<file path="src/rtl/sram_fetch_pkg.sv">
// Shared types and constants for the SRAM fetch engine.
package sram_fetch_pkg;

  typedef enum logic [1:0] {
    IDLE  = 2'd0,
    ISSUE = 2'd1,
    DRAIN = 2'd2,
    DONE  = 2'd3
  } fetch_state_t;

  localparam logic REGION_IMAGE = 1'b1;
  localparam logic REGION_COEF  = 1'b0;

  localparam int unsigned IDX_W = 8;

  typedef struct packed {
    logic             valid;
    logic [IDX_W-1:0] idx;
  } pipe_entry_t;

endpackage

</file>
<file path="src/rtl/sram_fetch_engine_rd_latency_pipe.sv">
// Read-latency shift register: carries {valid, idx} from issue to SRAM data return.
module rd_latency_pipe
  import sram_fetch_pkg::*;
#(
  parameter int unsigned RD_LAT = 2
) (
  input  logic             clk,
  input  logic             n_rst,
  input  logic             in_valid,
  input  logic [IDX_W-1:0] in_idx,
  output logic             out_valid,
  output logic [IDX_W-1:0] out_idx,
  output logic             empty
);

  pipe_entry_t stage [RD_LAT];

  always_ff @(posedge clk or negedge n_rst) begin
    if (!n_rst) begin
      for (int unsigned i = 0; i < RD_LAT; i++) begin
        stage[i] <= '0;
      end
    end else begin
      stage[0].valid <= in_valid;
      stage[0].idx   <= in_valid ? in_idx : '0;
      for (int unsigned i = 1; i < RD_LAT; i++) begin
        stage[i] <= stage[i-1];
      end
    end
  end

  assign out_valid = stage[RD_LAT-1].valid;
  assign out_idx   = stage[RD_LAT-1].idx;

  // Looks only at stages behind the output stage: when they are clear the
  // pipe is empty after the next edge, so DONE lands right after the last write.
  always_comb begin
    empty = 1'b1;
    for (int unsigned i = 0; i + 1 < RD_LAT; i++) begin
      if (stage[i].valid) empty = 1'b0;
    end
  end

endmodule

</file>
<file path="src/rtl/sram_fetch_engine.sv">
// Streams an image block or the next coefficient set from SRAM into the weight buffer.
// Optional parity checking of returned words is enabled by defining SRAM_PARITY_EN.
module sram_fetch_engine
  import sram_fetch_pkg::*;
#(
  parameter int unsigned ADDR_W     = 16,
  parameter int unsigned DATA_W     = 16,
  parameter int unsigned IMG_WORDS  = 64,
  parameter int unsigned COEF_WORDS = 16,
  parameter int unsigned COEF_SETS  = 8,
  parameter int unsigned IMG_BASE   = 'h0000,
  parameter int unsigned COEF_BASE  = 'h0100,
  parameter int unsigned RD_LAT     = 2
) (
  input  logic              clk,
  input  logic              n_rst,
  input  logic              start_sram,
  input  logic              n_coef_image,
  input  logic              coef_rewind,
  output logic              sram_ren,
  output logic [ADDR_W-1:0] sram_addr,
  input  logic [DATA_W-1:0] sram_rdata,
  output logic              buf_wen,
  output logic [7:0]        buf_idx,
  output logic [DATA_W-1:0] buf_wdata,
  output logic              busy,
  output logic              sram_done
`ifdef SRAM_PARITY_EN
  ,
  input  logic              sram_rpar,
  output logic              parity_err
`endif
);

  localparam int unsigned SET_W = (COEF_SETS > 1) ? $clog2(COEF_SETS) : 1;

  fetch_state_t      state;
  logic              region;
  logic [ADDR_W-1:0] addr;
  logic [7:0]        issue_idx;
  logic [7:0]        last_idx;
  logic [SET_W-1:0]  coef_set;
  logic [SET_W-1:0]  eff_set;
  logic [ADDR_W-1:0] coef_base;
  logic              start_ok;
  logic              pipe_valid;
  logic [7:0]        pipe_idx;
  logic              pipe_empty;

  assign start_ok  = (state == IDLE) && start_sram;
  // A rewind coincident with start already applies to this fetch.
  assign eff_set   = coef_rewind ? '0 : coef_set;
  assign coef_base = ADDR_W'(COEF_BASE) + ADDR_W'(eff_set) * ADDR_W'(COEF_WORDS);

  always_ff @(posedge clk or negedge n_rst) begin
    if (!n_rst) begin
      state     <= IDLE;
      region    <= REGION_COEF;
      addr      <= '0;
      issue_idx <= '0;
      last_idx  <= '0;
    end else begin
      case (state)
        IDLE: begin
          if (start_sram) begin
            region    <= n_coef_image;
            issue_idx <= '0;
            if (n_coef_image == REGION_IMAGE) begin
              addr     <= ADDR_W'(IMG_BASE);
              last_idx <= 8'(IMG_WORDS - 1);
            end else begin
              addr     <= coef_base;
              last_idx <= 8'(COEF_WORDS - 1);
            end
            state <= ISSUE;
          end
        end
        ISSUE: begin
          addr      <= addr + ADDR_W'(1);
          issue_idx <= issue_idx + 8'd1;
          if (issue_idx == last_idx) state <= DRAIN;
        end
        DRAIN: begin
          if (pipe_empty) state <= DONE;
        end
        DONE: begin
          state <= IDLE;
        end
        default: state <= IDLE;
      endcase
    end
  end

  always_ff @(posedge clk or negedge n_rst) begin
    if (!n_rst) begin
      coef_set <= '0;
    end else if (coef_rewind) begin
      coef_set <= '0;
    end else if (state == DONE && region == REGION_COEF) begin
      coef_set <= (coef_set == SET_W'(COEF_SETS - 1)) ? '0 : coef_set + SET_W'(1);
    end
  end

  rd_latency_pipe #(
    .RD_LAT (RD_LAT)
  ) u_pipe (
    .clk       (clk),
    .n_rst     (n_rst),
    .in_valid  (sram_ren),
    .in_idx    (issue_idx),
    .out_valid (pipe_valid),
    .out_idx   (pipe_idx),
    .empty     (pipe_empty)
  );

  assign sram_ren  = (state == ISSUE);
  assign sram_addr = sram_ren ? addr : '0;
  assign buf_wen   = pipe_valid;
  assign buf_idx   = pipe_idx;
  assign buf_wdata = buf_wen ? sram_rdata : '0;
  assign busy      = (state != IDLE);
  assign sram_done = (state == DONE);

`ifdef SRAM_PARITY_EN
  logic par_bad;
  logic par_sticky;

  assign par_bad = buf_wen && ((^sram_rdata) != sram_rpar);

  always_ff @(posedge clk or negedge n_rst) begin
    if (!n_rst) begin
      par_sticky <= 1'b0;
    end else if (start_ok) begin
      par_sticky <= 1'b0;
    end else if (par_bad) begin
      par_sticky <= 1'b1;
    end
  end

  // Flag is visible in the same cycle as the offending write.
  assign parity_err = par_sticky | par_bad;
`endif

endmodule

</file>
<file path="config.mk">
export PLATFORM = sky130hd
export DESIGN_NAME = sram_fetch_engine
export DESIGN_NICKNAME = d
export VERILOG_FILES = /design/src/rtl/sram_fetch_pkg.sv /design/src/rtl/sram_fetch_engine_rd_latency_pipe.sv /design/src/rtl/sram_fetch_engine.sv
export SDC_FILE = /design/constraint.sdc
export NUM_CORES = 1
export LEC_CHECK = 0
export BUFFER_PORTS_ARGS = -buffer_cell sky130_fd_sc_hd__buf_2
export CAP_MARGIN = 20
export CORE_UTILIZATION = 48
export DETAILED_ROUTE_END_ITERATION = 8
export PLACE_DENSITY_LB_ADDON = 0.12
export SETUP_SLACK_MARGIN = 0.2
export SYNTH_ARGS = -nofsm -noshare
export SYNTH_HDL_FRONTEND = slang
export SYNTH_SLANG_ARGS = --single-unit
</file>
<file path="constraint.sdc">
create_clock -name clk -period 1.9 [get_ports clk]
set_input_delay 0.19 -clock clk [delete_from_list [all_inputs] [get_ports clk]]
set_output_delay 0.19 -clock clk [all_outputs]
set_load 0.01 [all_outputs]
</file>
==> results of run 1 <==
[cells by family (layout without fill, tap and decap cells)]
| family | Yosys count | in the layout | synth area share, % |
|---|---|---|---|
| mux | 8 | 8 | 3.25 |
| compound gates | 41 | 41 | 10.9 |
| xor+xnor | 11 | 11 | 3.79 |
| flops | 49 | 49 | 48.3 |
| buf+inv | 25 | 108 | 5.22 |
| simple gates | 111 | 111 | 24.6 |
| fa+ha+maj | 8 | 8 | 3.94 |
[metal layers]
metal  part of all wire (%)  track usage [%]  vias up
li1                       -                -     1039
met5                      0                0        -
met1                     49             27.5     1012
met2                     47             30.7       35
met4                    1.1             5.66        0
met3                    2.7             4.02        4
[timing repair]
action,4_1_cts,5_1_grt
setup buffers,4,7
resized for setup,4,36
cloned,0,4
hold buffers,1,0
hold endpoints to repair,22,0
endpoints found under the setup margin,14,38
pin swaps,0,6
[cell type report]
type	count	area, µm²	share of cell area (%)
well taps	70	87.6	2.62
repair buffers	95	637	19.0
clock inverters	3	21.3	0.636
flip-flops and latches	49	1230	36.7
multi-input cells	179	1290	38.4
inverters	5	18.8	0.561
clock buffers	5	68.8	2.06
[cells in the final DEF (no fill, tap or decap), types with 3 or more instances in the layout]
cell,synthesis,layout
sky130_fd_sc_hd__a21oi_2,0,4
sky130_fd_sc_hd__nand4_1,5,5
sky130_fd_sc_hd__mux2i_1,6,5
sky130_fd_sc_hd__buf_4,8,17
sky130_fd_sc_hd__and2_1,41,41
sky130_fd_sc_hd__ha_1,8,6
sky130_fd_sc_hd__o31a_1,5,5
sky130_fd_sc_hd__o31ai_1,3,3
sky130_fd_sc_hd__a21oi_1,9,5
sky130_fd_sc_hd__dfrtp_1,49,48
sky130_fd_sc_hd__buf_6,1,9
sky130_fd_sc_hd__buf_2,1,64
sky130_fd_sc_hd__a22oi_1,3,3
sky130_fd_sc_hd__nand3_1,9,9
sky130_fd_sc_hd__nand2_1,9,8
sky130_fd_sc_hd__or3_1,4,4
sky130_fd_sc_hd__o21ai_0,11,8
sky130_fd_sc_hd__nor3_1,4,3
sky130_fd_sc_hd__inv_1,5,3
sky130_fd_sc_hd__xnor2_1,3,3
sky130_fd_sc_hd__clkbuf_8,0,5
sky130_fd_sc_hd__nor2_1,20,18
sky130_fd_sc_hd__xor2_1,8,8
[final timing paths]
path                       cells after the start           endpoint  slack [ns]             start
setup / recovery                               4           state[0]        0.13      issue_idx[3]
hold / removal                                 2        coef_set[2]        0.09       coef_rewind
setup reg to reg                               4           state[0]        0.13      issue_idx[3]
hold reg to reg                                0  u_pipe.out_idx[1]        0.35  u_pipe.stage[10]
max in group asynchronous                      3            addr[4]        0.97             n_rst
min in group asynchronous                      2        last_idx[4]        0.39             n_rst
[worst max-delay path, cell delays in order (launching register included)]
cell and delay [ns]:
sky130_fd_sc_hd__dfrtp_1 0.39, sky130_fd_sc_hd__or4_4 0.53, sky130_fd_sc_hd__o22a_1 0.19, sky130_fd_sc_hd__o31a_1 0.27, sky130_fd_sc_hd__o32a_1 0.29
[metrics by stage]
| step | hold slack [ns] | utilization (%) |
|---|---|---|
| finish | 0.0860 | 65.5 |
| global route | 0.0834 | 65.5 |
| detailed placement | 0.196 | 58.5 |
| global placement | 0.200 | 58.5 |
| CTS | 0.0679 | 61.3 |
| floorplan | -0.106 | - |
[registers in the layout, indices dropped and copies added, names as in the netlist]
signal / cells
issue_idx: 8
u_pipe.stage: 9
u_pipe.out_valid: 1
coef_set: 3
last_idx: 2
state: 2
addr: 16
u_pipe.out_idx: 8
[power by group]
group	internal [µW]	total, µW	switching [µW]	leakage, µW
clock network	261	614	352	0.0000445
logic	1170	2340	1170	0.000970
registers	1250	1440	191	0.000655
total	2680	4390	1710	0.00167
==> results by group, run 1 <==
Logic synthesis
  – Sequential share of the synthesized area: 48.3%
  – Synthesized flop and latch total: 49
  – Number of cells produced by synthesis: 253
  – Portion of synthesized cell area occupied by the leading cell type: 48.3%
  – Dominant cells by area after synthesis: sky130_fd_sc_hd__dfrtp_1, sky130_fd_sc_hd__and2_1, sky130_fd_sc_hd__ha_1
  – Total nets after synthesis: 282
  – Share of async-settable or async-resettable flops after synthesis: 100%
  – Library cell with the highest instance count after synthesis: sky130_fd_sc_hd__dfrtp_1
  – Library cell with the largest summed area after synthesis: sky130_fd_sc_hd__dfrtp_1
  – Post-synth EDFFs: 0
  – Number of distinct library cells after synthesis: 43
  – Top_reg_cell synth: sky130_fd_sc_hd__dfrtp_1
  – List of most frequent post-synthesis cells: sky130_fd_sc_hd__dfrtp_1, sky130_fd_sc_hd__and2_1, sky130_fd_sc_hd__nor2_1
  – Synth Cell Area: 2540 µm²
  – Avg Inst Size Synth: 10.0 µm²
  – Total number of yosys warnings: 0

Placement
  – Placement Setup Slack: 0.0882 ns
  – Final estimated routing congestion in global placement: 0.798
  – Detail Placement HPWL: 3770 µm
  – Inst Count DP: 382
  – Port bufs: 64
  – Placement-stage cell area: 2990 µm²

Floorplan
  – Die W: 74.7 µm
  – Core region area: 5110 µm²
  – Die area: 5590 µm²
  – Die height: 74.7 µm
  – Starting density of the core: 49.7%
  – IO Pins: 65
  – Number of cell rows: 26

Timing
  – Tcrit/Tclk final: 93.3%
  – Clock skew after layout: 0.00558 ns
  – RSZ-0062 raised after global routing: true
  – Final Slew Violations: 0
  – Setup TNS Final: 0 ns
  – Smallest setup slack after layout: 0.127 ns
  – Finish-stage setup viols: 0
  – Number of endpoints with negative hold slack in the final report: 0
  – Transition time at the pin with the least slew margin: 0.534 ns
  – Relative slew slack: 64.4%
  – Post-layout minimum cycle time: 1.77 ns
  – Fmax: 0.564 GHz

CTS
  – Count of H-tree levels built during CTS: 2
  – CTS max path bufs: 2
  – Clk sink count: 49
  – Number of buffers created by CTS: 5
  – Clock tree root buffer cell: sky130_fd_sc_hd__clkbuf_8
  – Insertion delay of the later-clocked pin in the worst-skew pair: 0.30 ns
  – Clock transition time at the flip-flop clock pins of the worst setup and hold paths: 0.09 ns
  – CTS tree: built

Drt
  – Final routed DRC violation total: 0
  – DR iter-0 viols: 130
  – Detailed-route vias per instance: 5.15
  – Routed Wire Length: 5540 µm
  – Total number of vias: 2090
  – Final routed wire length divided by cell count: 13.6 µm
  – First-pass iteration count of the detailed router: 4
  – ANT nets after route: 0

Pwr
  – Final total power: 4390 µW
  – Power density over cell area: 1310 nW/µm²
  – Leakage Power: 0.00167 µW
  – Maximum vdd drop: 847 µV

Global route
  – Largest net degree at the start of global routing: 28
  – Vias in the first global route: 1762
  – Combined global-route utilization of all metal layers: 19.6%
  – Number of antenna violations at the first check in global routing: 0
  – Wire length of the first global-routing pass: 8240 µm
  – Grt total ovfl: 0

Flow run
  – MaxCap Viol Count: 0

Final layout
  – Final non-filler cell total: 406
  – Number of antenna diodes: 0
  – Final std cell area, no fill: 3350 µm²
  – Growth of design area from synthesis to finish: 31.8%
  – Fraction of layout cells with a size suffix above 1: 37.8%
  – Nets@finish: 364
  – Count of filler cells inserted in the layout: 421

Setup path
  – Class of the most critical setup path: flop to flop
  – Data required time at the worst endpoint: 2.09 ns
  – CP endpoint kind: flop
  – Critical path data arrival time: 1.96 ns
  – Launching element type of the critical path: flop
  – Worst-path fanout max: 2

Run status
  – Result of the run: completed

Min path
  – Classification of the worst-slack hold path: input pin to flop
Note: power is estimated with default switching activity, not from simulation.
==> run 2: changes to the inputs <==
CORE_UTILIZATION = 57   (was 48)
clock period = 2.2 ns   (was 1.9 ns; I/O delays follow)
==> run 2 against run 1 <==
Largest power group unchanged. Register-to-register slack improved by 0.13 ns. Clock-buffer cell count unchanged. Sequential share of layout area increased by 4.3 points. Fmax decreased by 8.7%. Via count decreased by 3.9%.
==> results by group, run 2 (synthesis gave the netlist of run 1 again) <==
Setup path
  – Critical path's slowest cell: sky130_fd_sc_hd__or4_1
  – Class of the most critical setup path: flop to flop
  – CP endpoint kind: flop
  – Critical path startpoint: issue_idx[2]
  – Data required time at the worst endpoint: 2.39 ns (+0.30 ns)
  – Worst-path fanout max: 8 (+6)
  – Ordered cell list for the critical path: or4_1 > o22a_1 > o31a_1 > o32a_1
  – RR Startpoint: issue_idx[2]
  – Critical path data arrival time: 2.14 ns (+0.18 ns)
  – Crit-path leading delay family: compound AO/OA/AOI/OAI gates
  – Buf+Inv Stages, Crit Path: 0 (unchanged)
  – Launching element type of the critical path: flop
  – Maximum cell stage delay along the critical path: 0.52 ns (about the same)

Placement
  – Final estimated routing congestion in global placement: 0.838 (+5.0%)
  – Placement Setup Slack: 0.269 ns (+0.181 ns)
  – Port bufs: 64 (unchanged)
  – Detail Placement HPWL: 3560 µm (-5.7%)
  – Placement-stage cell area: 2860 µm² (-4.2%)

Final layout
  – Top library cells by usage in the layout, fill and taps aside: sky130_fd_sc_hd__buf_2, sky130_fd_sc_hd__dfrtp_1, sky130_fd_sc_hd__and2_1
  – Largest register FFs: 16 (unchanged)
  – Final std cell area, no fill: 3000 µm² (-10%)
  – Growth of design area from synthesis to finish: 18.2%
  – Commonest non-fill, non-tap cell in the layout: sky130_fd_sc_hd__buf_2
  – Largest registers: addr (16), u_pipe.stage (9)
  – Fraction of layout cells with a size suffix above 1: 28.6% (-9.2 points)
  – Nets@finish: 343 (-5.8%)
  – Number of antenna diodes: 0 (unchanged)
  – Largest reg by FF count: addr

Floorplan
  – Core region area: 4140 µm² (-19%)
  – Die height: 68.8 µm (-8.0%)
  – Starting density of the core: 61.3% (+12 points)
  – Die W: 68.8 µm (-8.0%)
  – Die area: 4730 µm² (-15%)
  – Number of cell rows: 23 (-12%)
  – IO Pins: 65 (unchanged)

Global route
  – Largest net degree at the start of global routing: 41 (+46%)
  – Number of antenna violations at the first check in global routing: 0 (unchanged)
  – Wire length of the first global-routing pass: 8020 µm (-2.6%)
  – Combined global-route utilization of all metal layers: 23.1% (+3.6 points)
  – Grt total ovfl: 0 (unchanged)
  – Vias in the first global route: 1787 (+1.4%)

Timing
  – Smallest setup slack after layout: 0.257 ns (+0.131 ns)
  – Final Slew Violations: 0 (unchanged)
  – Finish-stage setup viols: 0 (unchanged)
  – RSZ-0062 raised after global routing: false
  – Relative slew slack: 52.7% (-12 points)
  – Final hold slack: 0.107 ns (+0.0206 ns)
  – Setup TNS Final: 0 ns (unchanged)
  – Tcrit/Tclk final: 88.3% (-5.0 points)
  – Transition time at the pin with the least slew margin: 0.709 ns (+0.175 ns)
  – Clock skew after layout: 0.00503 ns (-0.000548 ns)
  – Number of endpoints with negative hold slack in the final report: 0 (unchanged)
  – Post-layout minimum cycle time: 1.94 ns (+0.169 ns)
  – Fmax: 0.515 GHz (-8.7%)

Pwr
  – Maximum vdd drop: 669 µV (-21%)
  – Power share of the combinational group: 42.5% (-11 points)
  – Power share of the sequential group: 39.9% (+7.1 points)
  – Internal power: 1920 µW (-28%)
  – Clock group share of total power: 17.6% (+3.6 points)
  – Net switching power: 1310 µW (-24%)
  – Final total power: 3230 µW (-26%)
  – Leakage Power: 0.00152 µW (-8.9%)
  – Switching share of power: 40.4% (+1.5 points)
  – Power density over cell area: 1080 nW/µm² (-18%)

Min path
  – Worst hold path startpoint: coef_rewind
  – Classification of the worst-slack hold path: input pin to flop

CTS
  – Clock tree root buffer cell: sky130_fd_sc_hd__clkbuf_8
  – Number of buffers created by CTS: 5 (unchanged)
  – Clock transition time at the flip-flop clock pins of the worst setup and hold paths: 0.10 ns (about the same)
  – Clk sink count: 49 (unchanged)
  – Insertion delay of the later-clocked pin in the worst-skew pair: 0.31 ns (about the same)
  – CTS max path bufs: 2 (unchanged)
  – Count of H-tree levels built during CTS: 2 (unchanged)
  – CTS tree: built

Drt
  – Final routed DRC violation total: 0 (unchanged)
  – Final routed wire length divided by cell count: 13.8 µm (+0.85%)
  – Routed Wire Length: 5020 µm (-9.3%)
  – DR iter-0 viols: 119 (-8.5%)
  – Total number of vias: 2009 (-3.9%)
  – ANT nets after route: 0 (unchanged)
  – First-pass iteration count of the detailed router: 4 (unchanged)
  – Detailed-route vias per instance: 5.50 (+6.9%)

Flow run
  – MaxCap Viol Count: 0 (unchanged)

Run status
  – Result of the run: completed
==> run 2: worst paths after layout <==
kind / to / slack [ns] / cells after the start
max: state[0] / 0.26 / 4
min: coef_set[2] / 0.11 / 2
max reg2reg: state[0] / 0.26 / 4
min reg2reg: u_pipe.out_idx[7] / 0.36 / 0
max in group asynchronous: state[0] / 1.09 / 3
min in group asynchronous: u_pipe.out_idx[6] / 0.48 / 2
==> run 2: power groups by stage <==
| stage | clock network (µW) | logic [µW] | registers (µW) |
|---|---|---|---|
| 5_1_grt | 623 | 1520 | 1320 |
| 2_1_floorplan | 0 | 948 | 1230 |
| 3_5_place_dp | 0 | 1300 | 1310 |
| 6_report | 567 | 1370 | 1290 |
| 4_1_cts | 583 | 1320 | 1290 |
| 3_3_place_gp | 0 | 1270 | 1300 |
==> run 2: metal layers <==
metal | up-vias | share of wire (%) | track usage, %
li1 | 996 | - | -
met2 | 45 | 46 | 36.4
met4 | 0 | 1.4 | 8.93
met3 | 8 | 4.1 | 5.26
met5 | - | 0 | 0
met1 | 960 | 48 | 31.0
==> run 2: final cells by class <==
| class | count | area [µm²] |
|---|---|---|
| flip-flops and latches | 49 | 1230 |
| multi-input cells | 179 | 1190 |
| fillers | 332 | 1140 |
| repair buffers | 74 | 402 |
| clock buffers | 5 | 68.8 |
| well taps | 50 | 62.6 |
| clock inverters | 3 | 28.8 |
| inverters | 5 | 18.8 |
==> run 2: through the flow <==
| step | utilization (%) | cells |
|---|---|---|
| 6_report | 72.4 | 365 |
| 5_1_grt | 72.4 | 365 |
| 4_1_cts | 71.6 | 363 |
| 3_5_place_dp | 69.1 | 354 |
| 3_3_place_gp | 69.1 | 354 |
| 2_1_floorplan | - | 253 |
==> run 2: worst register-to-register path: cells and delay by family (launching register included) <==
family | cells | cell delay, ns
simple gates | 1 | 0.52
compound gates | 3 | 0.85
flops | 1 | 0.47
==> run 2: repair_timing <==
action	4_1_cts	5_1_grt
hold buffers	1	0
endpoints found under the setup margin	0	9
endpoints found under the hold margin	32	0
buffers inserted	0	2
resized for setup	0	5
